==> config.mk <==
export PLATFORM = sky130hd
export DESIGN_NAME = per2axi_req_sched
export DESIGN_NICKNAME = d
export VERILOG_FILES = /design/src/rtl/per2axi_req_sched.sv
export SDC_FILE = /design/constraint.sdc
export NUM_CORES = 1
export LEC_CHECK = 0
export CORE_AREA = 2 2 144 146
export CTS_CLUSTER_DIAMETER = 100
export CTS_CLUSTER_SIZE = 16
export DETAILED_ROUTE_END_ITERATION = 16
export DIE_AREA = 0 0 146 148
export HOLD_SLACK_MARGIN = 0.06
export PLACE_DENSITY_LB_ADDON = 0.2
export RECOVER_POWER = 50
export SYNTH_ARGS = -nofsm -noshare
export SYNTH_HDL_FRONTEND = slang
export SYNTH_SLANG_ARGS = --single-unit
==> constraint.sdc <==
create_clock -name clk_i -period 6.2 [get_ports clk_i]
set_input_delay 0.62 -clock clk_i [delete_from_list [all_inputs] [get_ports clk_i]]
set_output_delay 0.62 -clock clk_i [all_outputs]
set_load 0.05 [all_outputs]
==> src/rtl/per2axi_req_sched.sv <==
// Round-robin scheduler sharing one per2axi request channel among NB_REQ requesters; one-hot IDs, per-requester outstanding caps.
// Latency: zero -- requester fields and grant pass combinationally; state, pointer, counters and err_o are registered.
// Backpressure: per_gnt_i low holds the selected request stable (HOLD); full requesters are skipped until a response retires.
// Option: define PER2AXI_SCHED_PRIO0_EN to give requester 0 fixed top priority without moving the round-robin pointer.
module per2axi_req_sched #(
    parameter int NB_REQ          = 4,
    parameter int PER_ADDR_WIDTH  = 32,
    parameter int PER_ID_WIDTH    = 5,
    parameter int MAX_OUTSTANDING = 4,
    parameter int CNT_WIDTH       = $clog2(MAX_OUTSTANDING + 1)
) (
    input  logic                                      clk_i,
    input  logic                                      rst_i,
    input  logic [NB_REQ-1:0]                         req_i,
    input  logic [NB_REQ-1:0][PER_ADDR_WIDTH-1:0]     add_i,
    input  logic [NB_REQ-1:0]                         we_i,
    input  logic [NB_REQ-1:0][31:0]                   wdata_i,
    input  logic [NB_REQ-1:0][3:0]                    be_i,
    output logic [NB_REQ-1:0]                         gnt_o,
    output logic                                      per_req_o,
    output logic [PER_ADDR_WIDTH-1:0]                 per_add_o,
    output logic                                      per_we_o,
    output logic [31:0]                               per_wdata_o,
    output logic [3:0]                                per_be_o,
    output logic [PER_ID_WIDTH-1:0]                   per_id_o,
    input  logic                                      per_gnt_i,
    input  logic                                      rsp_valid_i,
    input  logic [PER_ID_WIDTH-1:0]                   rsp_id_i,
    output logic                                      busy_o,
    output logic                                      err_o
);

    localparam int SEL_W = $clog2(NB_REQ);
    localparam logic [CNT_WIDTH-1:0] CNT_MAX = CNT_WIDTH'(MAX_OUTSTANDING);
    localparam logic [PER_ID_WIDTH-1:0] LOW_MASK = PER_ID_WIDTH'((64'd1 << NB_REQ) - 64'd1);

    typedef enum logic {IDLE, HOLD} state_t;

    state_t               state;
    logic [SEL_W-1:0]     hold_sel;
    logic [SEL_W-1:0]     rr_ptr;
    logic [CNT_WIDTH-1:0] cnt [NB_REQ];

    logic [NB_REQ-1:0]    elig;
    logic [NB_REQ-1:0]    cnt_nz;
    logic                 arb_vld;
    logic [SEL_W-1:0]     arb_sel;
    logic [SEL_W-1:0]     scan_idx;
    logic [SEL_W-1:0]     cur_sel;
    logic                 issue;
    logic                 hold_drop;
    logic                 rsp_onehot;
    logic                 rsp_in_range;
    logic                 ret_ok;
    logic                 ret_zero;

    // Eligibility uses the registered count, so a same-cycle retire cannot unblock a full requester.
    always_comb begin
        elig   = '0;
        cnt_nz = '0;
        for (int k = 0; k < NB_REQ; k++) begin
            elig[k]   = req_i[k] && (cnt[k] < CNT_MAX);
            cnt_nz[k] = (cnt[k] != '0);
        end
    end

    // Arbitration: first eligible index at or after rr_ptr, wrapping; optional fixed priority for requester 0.
    always_comb begin
        arb_vld  = 1'b0;
        arb_sel  = '0;
        scan_idx = '0;
`ifdef PER2AXI_SCHED_PRIO0_EN
        if (elig[0]) begin
            arb_vld = 1'b1;
        end
`endif
        for (int i = 0; i < NB_REQ; i++) begin
            scan_idx = SEL_W'((int'(rr_ptr) + i) % NB_REQ);
            if (!arb_vld && elig[scan_idx]) begin
                arb_vld = 1'b1;
                arb_sel = scan_idx;
            end
        end
    end

    // Downstream request and field mux; HOLD keeps the registered selection and drops if its requester withdraws.
    always_comb begin
        cur_sel     = (state == HOLD) ? hold_sel : arb_sel;
        hold_drop   = (state == HOLD) && !req_i[hold_sel];
        per_req_o   = !rst_i && ((state == IDLE) ? arb_vld : req_i[hold_sel]);
        issue       = per_req_o && per_gnt_i;
        gnt_o       = issue ? (NB_REQ'(1) << cur_sel) : '0;
        per_id_o    = per_req_o ? (PER_ID_WIDTH'(1) << cur_sel) : '0;
        per_add_o   = per_req_o ? add_i[cur_sel]   : '0;
        per_we_o    = per_req_o ? we_i[cur_sel]    : 1'b0;
        per_wdata_o = per_req_o ? wdata_i[cur_sel] : '0;
        per_be_o    = per_req_o ? be_i[cur_sel]    : '0;
        busy_o      = |cnt_nz;
    end

    // Response decode: only a one-hot ID inside the requester range retires; a retire on an empty counter is an error.
    always_comb begin
        rsp_onehot   = (rsp_id_i != '0) && ((rsp_id_i & (rsp_id_i - 1'b1)) == '0);
        rsp_in_range = (rsp_id_i & ~LOW_MASK) == '0;
        ret_ok       = rsp_valid_i && rsp_onehot && rsp_in_range;
        ret_zero     = 1'b0;
        for (int k = 0; k < NB_REQ; k++) begin
            if (ret_ok && rsp_id_i[k] && !cnt_nz[k]) begin
                ret_zero = 1'b1;
            end
        end
    end

    // FSM, round-robin pointer, saturating outstanding counters and sticky error flag.
    always_ff @(posedge clk_i) begin
        if (rst_i) begin
            state    <= IDLE;
            hold_sel <= '0;
            rr_ptr   <= '0;
            err_o    <= 1'b0;
            for (int k = 0; k < NB_REQ; k++) begin
                cnt[k] <= '0;
            end
        end else begin
            if (state == IDLE) begin
                if (per_req_o && !per_gnt_i) begin
                    state    <= HOLD;
                    hold_sel <= arb_sel;
                end
            end else if (hold_drop || per_gnt_i) begin
                state <= IDLE;
            end

            if (issue) begin
`ifdef PER2AXI_SCHED_PRIO0_EN
                if (cur_sel != '0) begin
                    rr_ptr <= (cur_sel == SEL_W'(NB_REQ - 1)) ? '0 : cur_sel + 1'b1;
                end
`else
                rr_ptr <= (cur_sel == SEL_W'(NB_REQ - 1)) ? '0 : cur_sel + 1'b1;
`endif
            end

            for (int k = 0; k < NB_REQ; k++) begin
                if (issue && (cur_sel == SEL_W'(k)) && (cnt[k] < CNT_MAX)) begin
                    if (!(ret_ok && rsp_id_i[k] && cnt_nz[k])) begin
                        cnt[k] <= cnt[k] + 1'b1;
                    end
                end else if (ret_ok && rsp_id_i[k] && cnt_nz[k]) begin
                    cnt[k] <= cnt[k] - 1'b1;
                end
            end

            if (hold_drop || (rsp_valid_i && !ret_ok) || ret_zero) begin
                err_o <= 1'b1;
            end
        end
    end

endmodule

* Word-level counts from Yosys, hierarchy flattened
Memories as Yosys holds them, arrays and structs flattened.
Cells that the tools add are included.
** Word-level totals
- Flip-flop bits (word level) :: 6
- Bits in latches :: 0
- Bits in writable memories :: 12
- Bits in read-only memories :: 0
- Output and inout bits :: 81
- Logic and storage cells :: 186
- Memories kept :: 1
** Cells by class
- $add $sub $neg :: 13
- $mul :: 0
- Div/mod/pow operators :: 0
- $lt $le $gt $ge :: 10
- Equal/unequal tests :: 3
- Shift operators :: 2
- Muxes and demuxes :: 84
- Bitwise operators :: 10
- Reduce and logical (&&, ||, !) cells :: 59
** Memory list
- cnt :: depth 4, width 3, rd ports 4, clocked after memory_dff 0, write ports 4, line 42 : logic [CNT_WIDTH-1:0] cnt [NB_REQ];
** Operators with widths (count)
- $bmux W32 S2 :: 2
- $mux W32 :: 4
- $mux W1 :: 53
- $logic_and A1 B1 Y1 :: 35
- $mux W3 :: 8
- $lt A2 B3 Y1 const B :: 6
- $add A3 B1 Y3 const B :: 4
- $bmux W1 S2 :: 6
- $lt A3 B3 Y1 const B :: 4
- $mux W2 :: 6
- $mux W4 :: 3
- $reduce_bool A3 Y1 :: 4
- $sub A3 B1 Y3 const B :: 4
- $logic_not A1 Y1 :: 11
- $logic_not A5 Y1 :: 2
- $bmux W4 S2 :: 1
- $or A1 B1 Y1 :: 8
- $and A5 B5 Y5 :: 1
- $mux W5 :: 1
- $reduce_bool A5 Y1 :: 1
- $shl A1 B2 Y5 const A :: 1
- $sub A5 B1 Y5 const B :: 1
- $add A2 B1 Y2 const B :: 2
- $add A2 B2 Y2 const B :: 2
- other kinds (8) :: 11

* Logic depth before layout (Yosys ltp)
Gate-level depths: netlist (run 1).
- Word-level depth :: 24
- Depth in mapped cells :: 12
- Mapped depth without buffers :: 11

* Worst setup path before layout (run 1)
Ideal clock, no wire load.
- Path type :: in2out
- From :: input port req_i[1]
- To :: output port per_wdata_o[10]
- Arrival time :: 3.377 ns
- Data required time :: 5.580 ns
- Setup slack :: 2.203 ns
- Stages on the path :: 6
- Path through :: nor2b_1 nor4bb_1 a21oi_1 nand2_1 clkbuf_1 o22ai_1
** Between the ends
- Elaborated cells between the ends (all ways) :: 31
** RTL lines
- start: declaration :: line 14 : input logic [NB_REQ-1:0] req_i,
- $logic_and A1 B1 Y1 :: line 62 : elig[k] = req_i[k] && (cnt[k] < CNT_MAX);
- $bmux W1 S2 :: line 79 : if (!arb_vld && elig[scan_idx]) begin
- $mux W1 (implied by the code) :: line 79
- $mux W1 :: line 79
- $logic_not A1 Y1 :: line 79
- $logic_and A1 B1 Y1 :: line 79
- $mux W1 :: line 79
- $logic_not A1 Y1 :: line 79
- $logic_and A1 B1 Y1 :: line 79
- $mux W1 :: line 79
- $logic_not A1 Y1 :: line 79
- $logic_and A1 B1 Y1 :: line 79
- $mux W1 :: line 79
- $mux W1 (*) :: line 90 : per_req_o = !rst_i && ((state == IDLE) ? arb_vld : req_i[hold_sel]);
- $logic_and A1 B1 Y1 (*) :: line 90
- named net per_req_o :: line 20 : output logic per_req_o,
- $mux W32 (*) :: line 96 : per_wdata_o = per_req_o ? wdata_i[cur_sel] : '0;
- end: declaration :: line 23 : output logic [31:0] per_wdata_o,
The timed path passes the listed nets; every way through them passes the cells marked *. The select of a mux whose other input is x is not followed.

* Worst setup path in the final report (run 1)
- From :: input port req_i[1]
- To :: output port per_wdata_o[28]
** Between the ends
- Cells in the longest elaborated chain, start to end :: 17
- Elaborated cells between the ends (all ways) :: 31
** RTL lines
- $logic_and A1 B1 Y1 :: line 62
- $bmux W1 S2 :: line 79
- $mux W1 (implied by the code) :: line 79
- $mux W1 :: line 79
- $logic_not A1 Y1 :: line 79
- $logic_and A1 B1 Y1 :: line 79
- $mux W1 :: line 79
- $logic_not A1 Y1 :: line 79
- $logic_and A1 B1 Y1 :: line 79
- $mux W1 :: line 79
- $logic_not A1 Y1 :: line 79
- $logic_and A1 B1 Y1 :: line 79
- $mux W2 :: line 79
- $mux W2 :: line 88 : cur_sel = (state == HOLD) ? hold_sel : arb_sel;
- $bmux W32 S2 :: line 96
- $mux W32 (implied by the code) :: line 96
- $mux W32 (*) :: line 96
Mark *: on every way between the ends. The rest lies on a longest branch, timed or not. The select of a mux whose other input is x is not followed.

==> results.txt, run 1 <==
----------------------------------------------------
[Timing]
  Period utilisation layout ... 0.8413
  Hold Vio Cnt, Final ... 0
  Final setup violation count ... 0
  Highest clock frequency the design can meet ... 191.7 MHz
  Clock skew ... 1.529 ps
  Worst slew margin relative to its limit ... 0.3900
  RSZ-0062 raised after global routing ... no
  Tmin final ... 5216 ps
  Total negative slack ... 0 ps
  Slew at the pin closest to its max-slew limit ... 906.6 ps
  Final max-slew violation count ... 0

[Setup path]
  Largest stage delay on the critical path ... 870 ps
  Startpoint Class ... input port
  Buffer and inverter count on the worst path ... 4
  Arrival time at the worst endpoint ... 4600 ps
  Largest driver fanout on the critical path ... 47
  Endpoint required time on the critical path ... 5580 ps
  Critical-path cell with the highest stage delay ... sky130_fd_sc_hd__clkdlybuf4s50_1
  Category of the critical setup timing path ... in2out
  Endpoint type of the worst setup path ... output port
  Top cell family by delay on the critical path ... buffers and inverters
  Critical Path, Cell by Cell ... dlygate4sd3_1 > nor2b_1 > o311ai_0 > o32ai_2 > inv_1 > nand2_2 > buf_4 > o22ai_1 > clkdlybuf4s50_1

[Run]
  Max Cap Viol ... 0

[Logic synthesis]
  Biggest area contributors in the synthesized netlist ... sky130_fd_sc_hd__mux2i_1 (41%), sky130_fd_sc_hd__o22ai_1 (12%), sky130_fd_sc_hd__edfxtp_1 (10%)
  Synth top area share ... 0.4080
  Number of storage elements in the synthesis netlist ... 18
  Number of nets produced by synthesis ... 715
  Commonest register cell after synthesis ... sky130_fd_sc_hd__edfxtp_1
  Area leader, netlist ... sky130_fd_sc_hd__mux2i_1
  Distinct cell type count after synthesis ... 59
  Synth Instances ... 419
  Synthesized area divided by synthesized cell count ... 8.373 um2
  Proportion of synthesized flip-flops having asynchronous set or reset ... 0
  Summed instance area of the synthesized netlist ... 0.003508 mm2
  Post-synth EDFFs ... 12
  Leading cell types by count after synthesis ... sky130_fd_sc_hd__mux2i_1 (143), sky130_fd_sc_hd__o22ai_1 (70), sky130_fd_sc_hd__clkbuf_1 (17), sky130_fd_sc_hd__nand2_1 (17), sky130_fd_sc_hd__nor2_1 (17)
  Number of warnings printed during yosys synthesis ... 0
  Most instantiated library cell after synthesis ... sky130_fd_sc_hd__mux2i_1
  Seq/Total Area, Yosys ... 0.1369

[Floorplanning]
  Die extent in x ... 146 um
  # rows ... 52
  Floorplan die area ... 0.02161 mm2
  Top-level I/O count ... 370
  Initial Util ... 0.1751
  Area inside the core boundary ... 0.02004 mm2
  Floorplan die height ... 148 um

[Global routing]
  GRT Total Usage ... 0.1687
  Antenna violations before repair ... 1
  Via count of the first global-routing pass ... 4863
  First-pass GRT wire length ... 28580 um
  Overflow left after global routing ... 0
  Maximum number of pins on one net before global-route repair ... 105

[Detailed routing]
  Number of design-rule violations left by the first detailed-router iteration ... 251
  Count of vias placed by the detailed router ... 4737
  Aggregate routed wire length ... 19790 um
  Number of nets with antenna violations after detailed routing ... 0
  Number of detailed-routing iterations run before antenna repair ... 4
  Number of remaining DRC errors ... 0
  Mean routed wirelength per cell ... 19.20 um
  Avg Vias per Cell ... 4.595

[Clock tree]
  Hold buffer count at CTS ... 0
  Clock Tree Buf Depth ... 2
  Clock tree from TritonCTS ... built
  CTS Sinks ... 18
  Post-CTS setup repair buffer count ... 0
  Depth of the CTS H-tree ... 1
  Number of gates resized after CTS ... 0
  Inserted Clock Buffers ... 3
  Cell at the root of the clock tree ... sky130_fd_sc_hd__clkbuf_16
  Clock transition at path regs ... 50 ps
  Clock insertion delay at the later pin of the skew report ... 250 ps

[Pwr]
  Power density relative to cell area ... 159.8 mW/mm2
  Overall Power ... 1.196 mW
  Largest voltage drop on the vdd net ... 0.0001123 V
  Leakage power figure ... 3.268 nW

[Cells and area]
  Area Overhead vs Synth ... 113.3%
  Share of layout cells above drive strength 1 ... 0.02497
  Filler Cell Count ... 2082
  Net total in the final layout ... 1058
  Antenna Cells ... 0

[Placed design]
  Sum of net half-perimeters after detailed placement ... 16770 um
  Routability congestion estimate from global placement ... 0.8846
  Port Buffer Count ... 368

[Run status]
  Outcome ... finished clean

[Worst hold path]
  Tightest Hold Check Type ... reg2reg

----------------------------------------------------
## cell type report
class                   count  area (um2)  share of cell area
multi-input cells         350        2794              0.3733
well taps                 270       337.8             0.04514
repair buffers            373        3734              0.4988
flip-flops and latches     18       480.5             0.06419
clock buffers               4       78.83             0.01053
inverters                  16       60.06            0.008024
## placed cells by master, fill, tap and decap left out, drive strengths merged, types with 6 or more instances in the layout
master,instances
nor3,12
o22ai,70
nand2b,7
dfxtp,6
dlygate4sd3,27
nor2,18
o21ai,7
clkdlybuf4s50,341
mux2i,143
edfxtp,12
a21oi,7
inv,16
nand2,17
## cell families after synthesis
kind of cell / synth area share
other: 0.001069
multiplexers: 0.4176
adder cells (fa/ha/maj): 0.03138
AO/OA/AOI/OAI: 0.1958
buffers and inverters: 0.06134
XOR/XNOR: 0.004994
flip-flops: 0.1369
AND/OR/NAND/NOR: 0.1509
## report_power, final
part	switching, mW	total (mW)	internal, mW
Clock	0.0445	0.132	0.0874
Sequential	0.00882	0.145	0.137
Combinational	0.511	0.919	0.408
## path summary, 6_finish.rpt
path / endpoint / slack, ps / startpoint / depth (start not counted)
hold reg to reg: hold_sel[1]$_SDFFE_PP0P_ / 500 / hold_sel[1]$_SDFFE_PP0P_ / 2
setup reg to reg: cnt[0][4]$_SDFFCE_PN0P_ / 2100 / cnt[0][5]$_SDFFCE_PN0P_ / 11
setup / recovery: per_wdata_o[28] / 980 / req_i[1] / 9
hold / removal: hold_sel[1]$_SDFFE_PP0P_ / 500 / hold_sel[1]$_SDFFE_PP0P_ / 2
## stage by stage
stage | utilization | hold slack (ps) | instances | setup WS (ps) | cell area, um2
after CTS | 0.3749 | 500.8 | 1031 | 1106 | 7513
after detailed placement | 0.3710 | 493.5 | 1027 | 1126 | 7435
after global placement | 0.3710 | 483.2 | 1027 | 1168 | 7435
after floorplan | - | 449.5 | 419 | 2203 | 3508
final | 0.3735 | 498.4 | 1031 | 984.2 | 7485
after global routing | 0.3735 | 520.8 | 1031 | 647.6 | 7485
## metal layers
metal	up-vias	GRT usage	part of all wire
met2	220	0.3035	0.51
met5	-	0	0.00066
li1	2316	-	-
met4	2	0.02379	0.010
met3	19	0.03117	0.059
met1	2180	0.2150	0.42
## sequential cells by signal, indices dropped and copies added, names as in the netlist
register / cells
state: 1
cnt: 12
rr_ptr: 2
err_o: 1
hold_sel: 2
## tightest hold or removal path, delay by kind of cell, from the launching register on
family             cells  cell delay (ps)
AOI/OAI and AO/OA      1               60
DFF                    1              330
and+or+nand+nor        1               60
Note: power is estimated with default switching activity, not from simulation.
==> run 2, diff against run 1 <==
- CORE_AREA: 2 2 144 146 -> 2 2 145 147
- DIE_AREA: 0 0 146 148 -> 0 0 147 149
- clock period: 6.2 -> 4.8 ns (I/O delays scaled with it)
==> results.txt, run 2 (synthesized netlist as in run 1, its figures left out) <==
----------------------------------------------------
[Setup path]
  Category of the critical setup timing path ... in2out
  Startpoint Class ... input port
  Start point of the critical path ... req_i[2]
  Endpoint required time on the critical path ... 4320 ps (-1260 ps)
  Arrival time at the worst endpoint ... 3880 ps (-720 ps)
  Endpoint type of the worst setup path ... output port
  Startpoint of the worst-slack reg-to-reg timing path ... cnt[0][5]$_SDFFCE_PN0P_
  Largest driver fanout on the critical path ... 28 (-40%)

[Detailed routing]
  Aggregate routed wire length ... 21660 um (+9.4%)
  Number of remaining DRC errors ... 0 (unchanged)
  Avg Vias per Cell ... 4.514 (-1.7%)
  Mean routed wirelength per cell ... 20.71 um (+7.9%)
  Number of detailed-routing iterations run before antenna repair ... 4 (unchanged)
  Number of design-rule violations left by the first detailed-router iteration ... 196 (-22%)
  Count of vias placed by the detailed router ... 4722 (-0.32%)
  Number of nets with antenna violations after detailed routing ... 0 (unchanged)

[Cells and area]
  Final core occ ... 0.3701 (-0.003385)
  Highest-count cells in the layout ignoring fill and taps ... sky130_fd_sc_hd__clkdlybuf4s50_1 (313), sky130_fd_sc_hd__mux2i_1 (143), sky130_fd_sc_hd__o22ai_1 (70), sky130_fd_sc_hd__buf_4 (28), sky130_fd_sc_hd__buf_12 (18)
  Largest registers ... cnt (12), hold_sel (2), rr_ptr (2)
  Filler Cell Count ... 2138 (+2.7%)
  Area Overhead vs Synth ... 116.9%
  Max reg flops ... 12 (unchanged)
  Leading cell type in the layout, fill and taps excluded ... sky130_fd_sc_hd__clkdlybuf4s50_1
  Net total in the final layout ... 1067 (+0.85%)
  Register ranked first by flip-flop count ... cnt
  Share of layout cells above drive strength 1 ... 0.08312 (+0.05815)

[Clock tree]
  Inserted Clock Buffers ... 3 (unchanged)
  Cell at the root of the clock tree ... sky130_fd_sc_hd__clkbuf_16
  Hold buffer count at CTS ... 0 (unchanged)
  Depth of the CTS H-tree ... 1 (unchanged)
  Clock Tree Buf Depth ... 2 (unchanged)
  Post-CTS setup repair buffer count ... 0 (unchanged)
  Clock tree from TritonCTS ... built
  CTS Sinks ... 18 (unchanged)
  Clock transition at path regs ... 60 ps (about the same)
  Clock insertion delay at the later pin of the skew report ... 250 ps (about the same)
  Number of gates resized after CTS ... 0 (unchanged)

[Pwr]
  Leakage power figure ... 3.340 nW (+2.2%)
  Largest voltage drop on the vdd net ... 0.0001190 V (+5.9%)
  Power density relative to cell area ... 212.2 mW/mm2 (+33%)
  Overall Power ... 1.615 mW (+35%)

[Floorplanning]
  Floorplan die area ... 0.02190 mm2 (+1.4%)
  Die extent in x ... 147 um (+0.68%)
  # rows ... 53 (+1.9%)
  Area inside the core boundary ... 0.02056 mm2 (+2.6%)
  Top-level I/O count ... 370 (unchanged)
  Floorplan die height ... 149 um (+0.68%)
  Initial Util ... 0.1707 (-0.004412)

[Global routing]
  First-pass GRT wire length ... 30380 um (+6.3%)
  Via count of the first global-routing pass ... 4765 (-2.0%)
  Antenna violations before repair ... 2 (+1)
  GRT Total Usage ... 0.1854 (+0.01664)
  Maximum number of pins on one net before global-route repair ... 69 (-34%)
  Overflow left after global routing ... 0 (unchanged)

[Timing]
  Worst slew margin relative to its limit ... 0.3158 (-0.07421)
  Total negative slack ... 0 ps (unchanged)
  Highest clock frequency the design can meet ... 229.5 MHz
  Tmin final ... 4357 ps
  Worst hold slack across all endpoints ... 494.0 ps (-4.367 ps)
  Slew at the pin closest to its max-slew limit ... 1026 ps (+119.7 ps)
  Clock skew ... 4.581 ps (+3.052 ps)
  RSZ-0062 raised after global routing ... no
  Period utilisation layout ... 0.9078
  Hold Vio Cnt, Final ... 0 (unchanged)
  Final max-slew violation count ... 0 (unchanged)
  Final critical-path setup slack ... 442.7 ps (-541.5 ps)
  Final setup violation count ... 0 (unchanged)

[Worst hold path]
  Worst Min Path Start ... hold_sel[1]$_SDFFE_PP0P_
  Tightest Hold Check Type ... reg2reg

[Placed design]
  Sum of net half-perimeters after detailed placement ... 18870 um (+13%)
  Routability congestion estimate from global placement ... 0.8521 (-3.7%)
  Pre-CTS setup slack ... 634.6 ps (-491.6 ps)
  Port Buffer Count ... 368 (unchanged)

[Run]
  Max Cap Viol ... 0 (unchanged)

[Run status]
  Outcome ... finished clean

----------------------------------------------------
[run 2: cell types whose count changed in the layout (fill, tap and decap cells not counted), moves of 2 or more]
cell                              change
sky130_fd_sc_hd__buf_12              +17
sky130_fd_sc_hd__buf_4               +24
sky130_fd_sc_hd__clkbuf_1            +14
sky130_fd_sc_hd__clkbuf_2             +2
sky130_fd_sc_hd__clkdlybuf4s50_1     -28
sky130_fd_sc_hd__dlygate4sd3_1       -21
[run 2: metal layers]
metal / part of all wire / global-route usage
met1: 0.36 / 0.2018
met2: 0.57 / 0.3775
met3: 0.056 / 0.03425
met5: 0.00037 / 0
met4: 0.012 / 0.02644
[run 2: area by class of cell]
type	count	area, um2	share of cell area
timing repair buffer	382	3830	0.5034
inverter	16	60.06	0.007893
multi-input combinational	350	2803	0.3684
clock buffer	4	88.84	0.01168
sequential	18	480.5	0.06315
tap	275	344.1	0.04522
antenna	1	2.502	0.0003289
[run 2: worst paths after layout]
kind | endpoint | slack [ps] | depth (start not counted)
worst max-delay path | per_be_o[2] | 440 | 10
worst min-delay path | hold_sel[1]$_SDFFE_PP0P_ | 490 | 2
worst max register to register | cnt[0][4]$_SDFFCE_PN0P_ | 1260 | 13
worst min register to register | hold_sel[1]$_SDFFE_PP0P_ | 490 | 2
[run 2: stage by stage]
| step | std cells | area [um2] |
|---|---|---|
| global route | 1046 | 7609 |
| detailed placement | 1041 | 7624 |
| CTS | 1045 | 7712 |
| finish | 1046 | 7609 |
| floorplan | 419 | 3508 |
| global placement | 1041 | 7624 |
[run 2: worst max-delay path, cell delays in order]
cell and delay [ps]:
sky130_fd_sc_hd__clkdlybuf4s50_1 510, sky130_fd_sc_hd__or3b_2 470, sky130_fd_sc_hd__o21ai_0 140, sky130_fd_sc_hd__nor3b_1 160, sky130_fd_sc_hd__nor2_4 130, sky130_fd_sc_hd__buf_4 400
sky130_fd_sc_hd__clkbuf_1 820, sky130_fd_sc_hd__mux2i_1 270, sky130_fd_sc_hd__o22ai_1 240, sky130_fd_sc_hd__buf_4 230
[run 2: report_power, final]
part	total (mW)	internal [mW]	switching (mW)
Combinational	1.23	0.559	0.676
Clock	0.193	0.127	0.0656
Sequential	0.188	0.176	0.0113
Total	1.61	0.862	0.753
==> run 3, diff against run 2 <==
- clock period: 4.8 -> 4.3 ns (I/O delays scaled with it)
==> results.txt, run 3 (synthesized netlist as in run 1, its figures left out) <==
----------------------------------------------------
[Cells and area]
  Max reg flops ... 12 (unchanged)
  Share of layout cells above drive strength 1 ... 0.1153 (+0.03217)
  Net total in the final layout ... 1069 (+0.19%)
  Register ranked first by flip-flop count ... cnt
  Largest registers ... cnt (12), hold_sel (2), rr_ptr (2)
  Area of combinational cells with multiple inputs ... 0.002780 mm2 (-0.80%)
  Filler Cell Count ... 2119 (-0.89%)
  Leading cell type in the layout, fill and taps excluded ... sky130_fd_sc_hd__clkdlybuf4s50_1
  Highest-count cells in the layout ignoring fill and taps ... sky130_fd_sc_hd__clkdlybuf4s50_1 (287), sky130_fd_sc_hd__mux2i_1 (143), sky130_fd_sc_hd__o22ai_1 (70), sky130_fd_sc_hd__buf_12 (51), sky130_fd_sc_hd__buf_4 (22)
  Area taken by flip-flops and latches ... 480.5 um2 (unchanged)
  Area Overhead vs Synth ... 126.4%

[Timing]
  Worst slew margin relative to its limit ... 0.3597 (+0.04390)
  Clock skew ... 4.987 ps (+0.4068 ps)
  Total negative slack ... 0 ps (unchanged)
  Slew at the pin closest to its max-slew limit ... 953.1 ps (-73.18 ps)
  Final setup violation count ... 0 (unchanged)
  Hold Vio Cnt, Final ... 0 (unchanged)
  Worst hold slack across all endpoints ... 498.7 ps (+4.673 ps)
  Highest clock frequency the design can meet ... 261.5 MHz
  Tmin final ... 3824 ps
  Period utilisation layout ... 0.8893
  Final max-slew violation count ... 0 (unchanged)
  RSZ-0062 raised after global routing ... no

[Detailed routing]
  Mean routed wirelength per cell ... 21.15 um (+2.1%)
  Number of nets with antenna violations after detailed routing ... 0 (unchanged)
  Avg Vias per Cell ... 4.463 (-1.1%)
  Count of vias placed by the detailed router ... 4682 (-0.85%)
  Number of remaining DRC errors ... 0 (unchanged)
  Aggregate routed wire length ... 22190 um (+2.4%)
  Number of detailed-routing iterations run before antenna repair ... 4 (unchanged)
  Number of design-rule violations left by the first detailed-router iteration ... 175 (-11%)

[Placed design]
  Routability congestion estimate from global placement ... 0.7880 (-7.5%)
  Port Buffer Count ... 368 (unchanged)
  Sum of net half-perimeters after detailed placement ... 19110 um (+1.3%)

[Setup path]
  Startpoint of the worst-slack reg-to-reg timing path ... cnt[0][5]$_SDFFCE_PN0P_
  Reg2Reg Capture Point ... cnt[0][11]$_DFFE_PP_
  Category of the critical setup timing path ... in2out
  Critical-path cell with the highest stage delay ... sky130_fd_sc_hd__clkbuf_1
  Start point of the critical path ... req_i[1]
  Startpoint Class ... input port
  Cell mode on critical path ... sky130_fd_sc_hd__clkbuf_1
  Depth of the worst register-to-register path ... 10 (-3)
  Endpoint required time on the critical path ... 3870 ps (-450 ps)
  Critical Path, Cell by Cell ... dlygate4sd3_1 > nor2b_1 > o311ai_0 > o32ai_1 > clkbuf_1 > nand2_2 > buf_4 > o22ai_1 > clkbuf_1
  Endpoint type of the worst setup path ... output port
  Register-to-register setup slack ... 1050 ps (-210 ps)
  Largest driver fanout on the critical path ... 44 (+57%)
  Largest stage delay on the critical path ... 550 ps (-270 ps)
  Arrival time at the worst endpoint ... 3390 ps (-490 ps)

[Floorplanning]
  # rows ... 53 (unchanged)
  Initial Util ... 0.1707 (unchanged)
  Floorplan die area ... 0.02190 mm2 (unchanged)
  Area inside the core boundary ... 0.02056 mm2 (unchanged)
  Floorplan die height ... 149 um (unchanged)
  Top-level I/O count ... 370 (unchanged)
  Die extent in x ... 147 um (unchanged)

[Clock tree]
  Clock Tree Buf Depth ... 2 (unchanged)
  Cell at the root of the clock tree ... sky130_fd_sc_hd__clkbuf_16
  Depth of the CTS H-tree ... 1 (unchanged)
  Post-CTS setup repair buffer count ... 0 (unchanged)
  CTS Sinks ... 18 (unchanged)
  Clock insertion delay at the later pin of the skew report ... 250 ps (about the same)
  Hold buffer count at CTS ... 0 (unchanged)
  Clock transition at path regs ... 60 ps (about the same)
  Number of gates resized after CTS ... 0 (unchanged)
  Clock tree from TritonCTS ... built
  Inserted Clock Buffers ... 3 (unchanged)

[Pwr]
  Cell Int Power ... 1.053 mW (+22%)
  Leakage power figure ... 3.497 nW (+4.7%)
  Switching share of power ... 0.4514 (-0.01465)
  Clock power frac ... 0.111 (-0.008)
  Power density relative to cell area ... 241.7 mW/mm2 (+14%)
  Proportion of power drawn by flip-flops and latches ... 0.109 (-0.007)
  Overall Power ... 1.919 mW (+19%)
  Largest voltage drop on the vdd net ... 0.0001119 V (-5.9%)
  Switch Pwr ... 0.8665 mW (+15%)
  Logic gate share of total power ... 0.780 (+0.016)

[Worst hold path]
  Number of cells traversed by the worst hold path ... 2 (unchanged)
  End point of the worst hold path ... hold_sel[0]$_SDFFE_PP0P_
  Worst Min Path Start ... hold_sel[0]$_SDFFE_PP0P_
  Tightest Hold Check Type ... reg2reg

[Global routing]
  Maximum number of pins on one net before global-route repair ... 54 (-22%)
  Overflow left after global routing ... 0 (unchanged)
  Antenna violations before repair ... 2 (unchanged)
  GRT Total Usage ... 0.1901 (+0.004735)
  First-pass GRT wire length ... 30850 um (+1.5%)
  Via count of the first global-routing pass ... 4730 (-0.73%)

[Run status]
  Outcome ... finished clean

[Run]
  Max Cap Viol ... 0 (unchanged)

----------------------------------------------------
[run 3: power by group through the flow]
stage	combinational, mW	sequential, mW	clock [mW]
after floorplan	0.780	0.211	0
after global placement	1.56	0.213	0
after detailed placement	1.56	0.213	0
after CTS	1.56	0.209	0.217
after global routing	1.57	0.211	0.224
final	1.50	0.209	0.214
[run 3: worst max-delay path by stage]
stage | to | cells past startpoint
2_1_floorplan | per_wdata_o[10] | 6
3_3_place_gp | gnt_o[1] | 7
3_5_place_dp | gnt_o[1] | 7
4_1_cts | gnt_o[1] | 7
5_1_grt | per_add_o[24] | 9
6_report | per_wdata_o[29] | 9
[run 3: routing by layer]
layer  vias up  part of all wire  track usage
met2       184              0.56       0.3800
li1       2338                 -            -
met5         -           0.00059            0
met3        16             0.061      0.03761
met4         2             0.017      0.03462
met1      2142              0.36       0.2081
[run 3: layout make-up]
type	count	share of cell area
timing repair buffer	384	0.5268
multi-input combinational	350	0.3500
sequential	18	0.06049
tap	275	0.04332
clock buffer	4	0.01118
inverter	16	0.007561
antenna	2	0.0006301
[run 3: stage by stage]
stage	instance area [um2]	setup WS, ps	util	cells
6_report	7943	475.8	0.3864	1049
5_1_grt	7940	268.8	0.3862	1048
4_1_cts	8148	630.0	0.3963	1047
3_5_place_dp	8059	652.0	0.3920	1043
3_3_place_gp	8059	639.9	0.3920	1043
2_1_floorplan	3508	658.0	-	419
[run 3: worst max-delay path, delay by kind of cell]
family                 cells  cell delay (ps)
buffers and inverters      4             1740
AOI/OAI and AO/OA          3              720
and+or+nand+nor            2              450
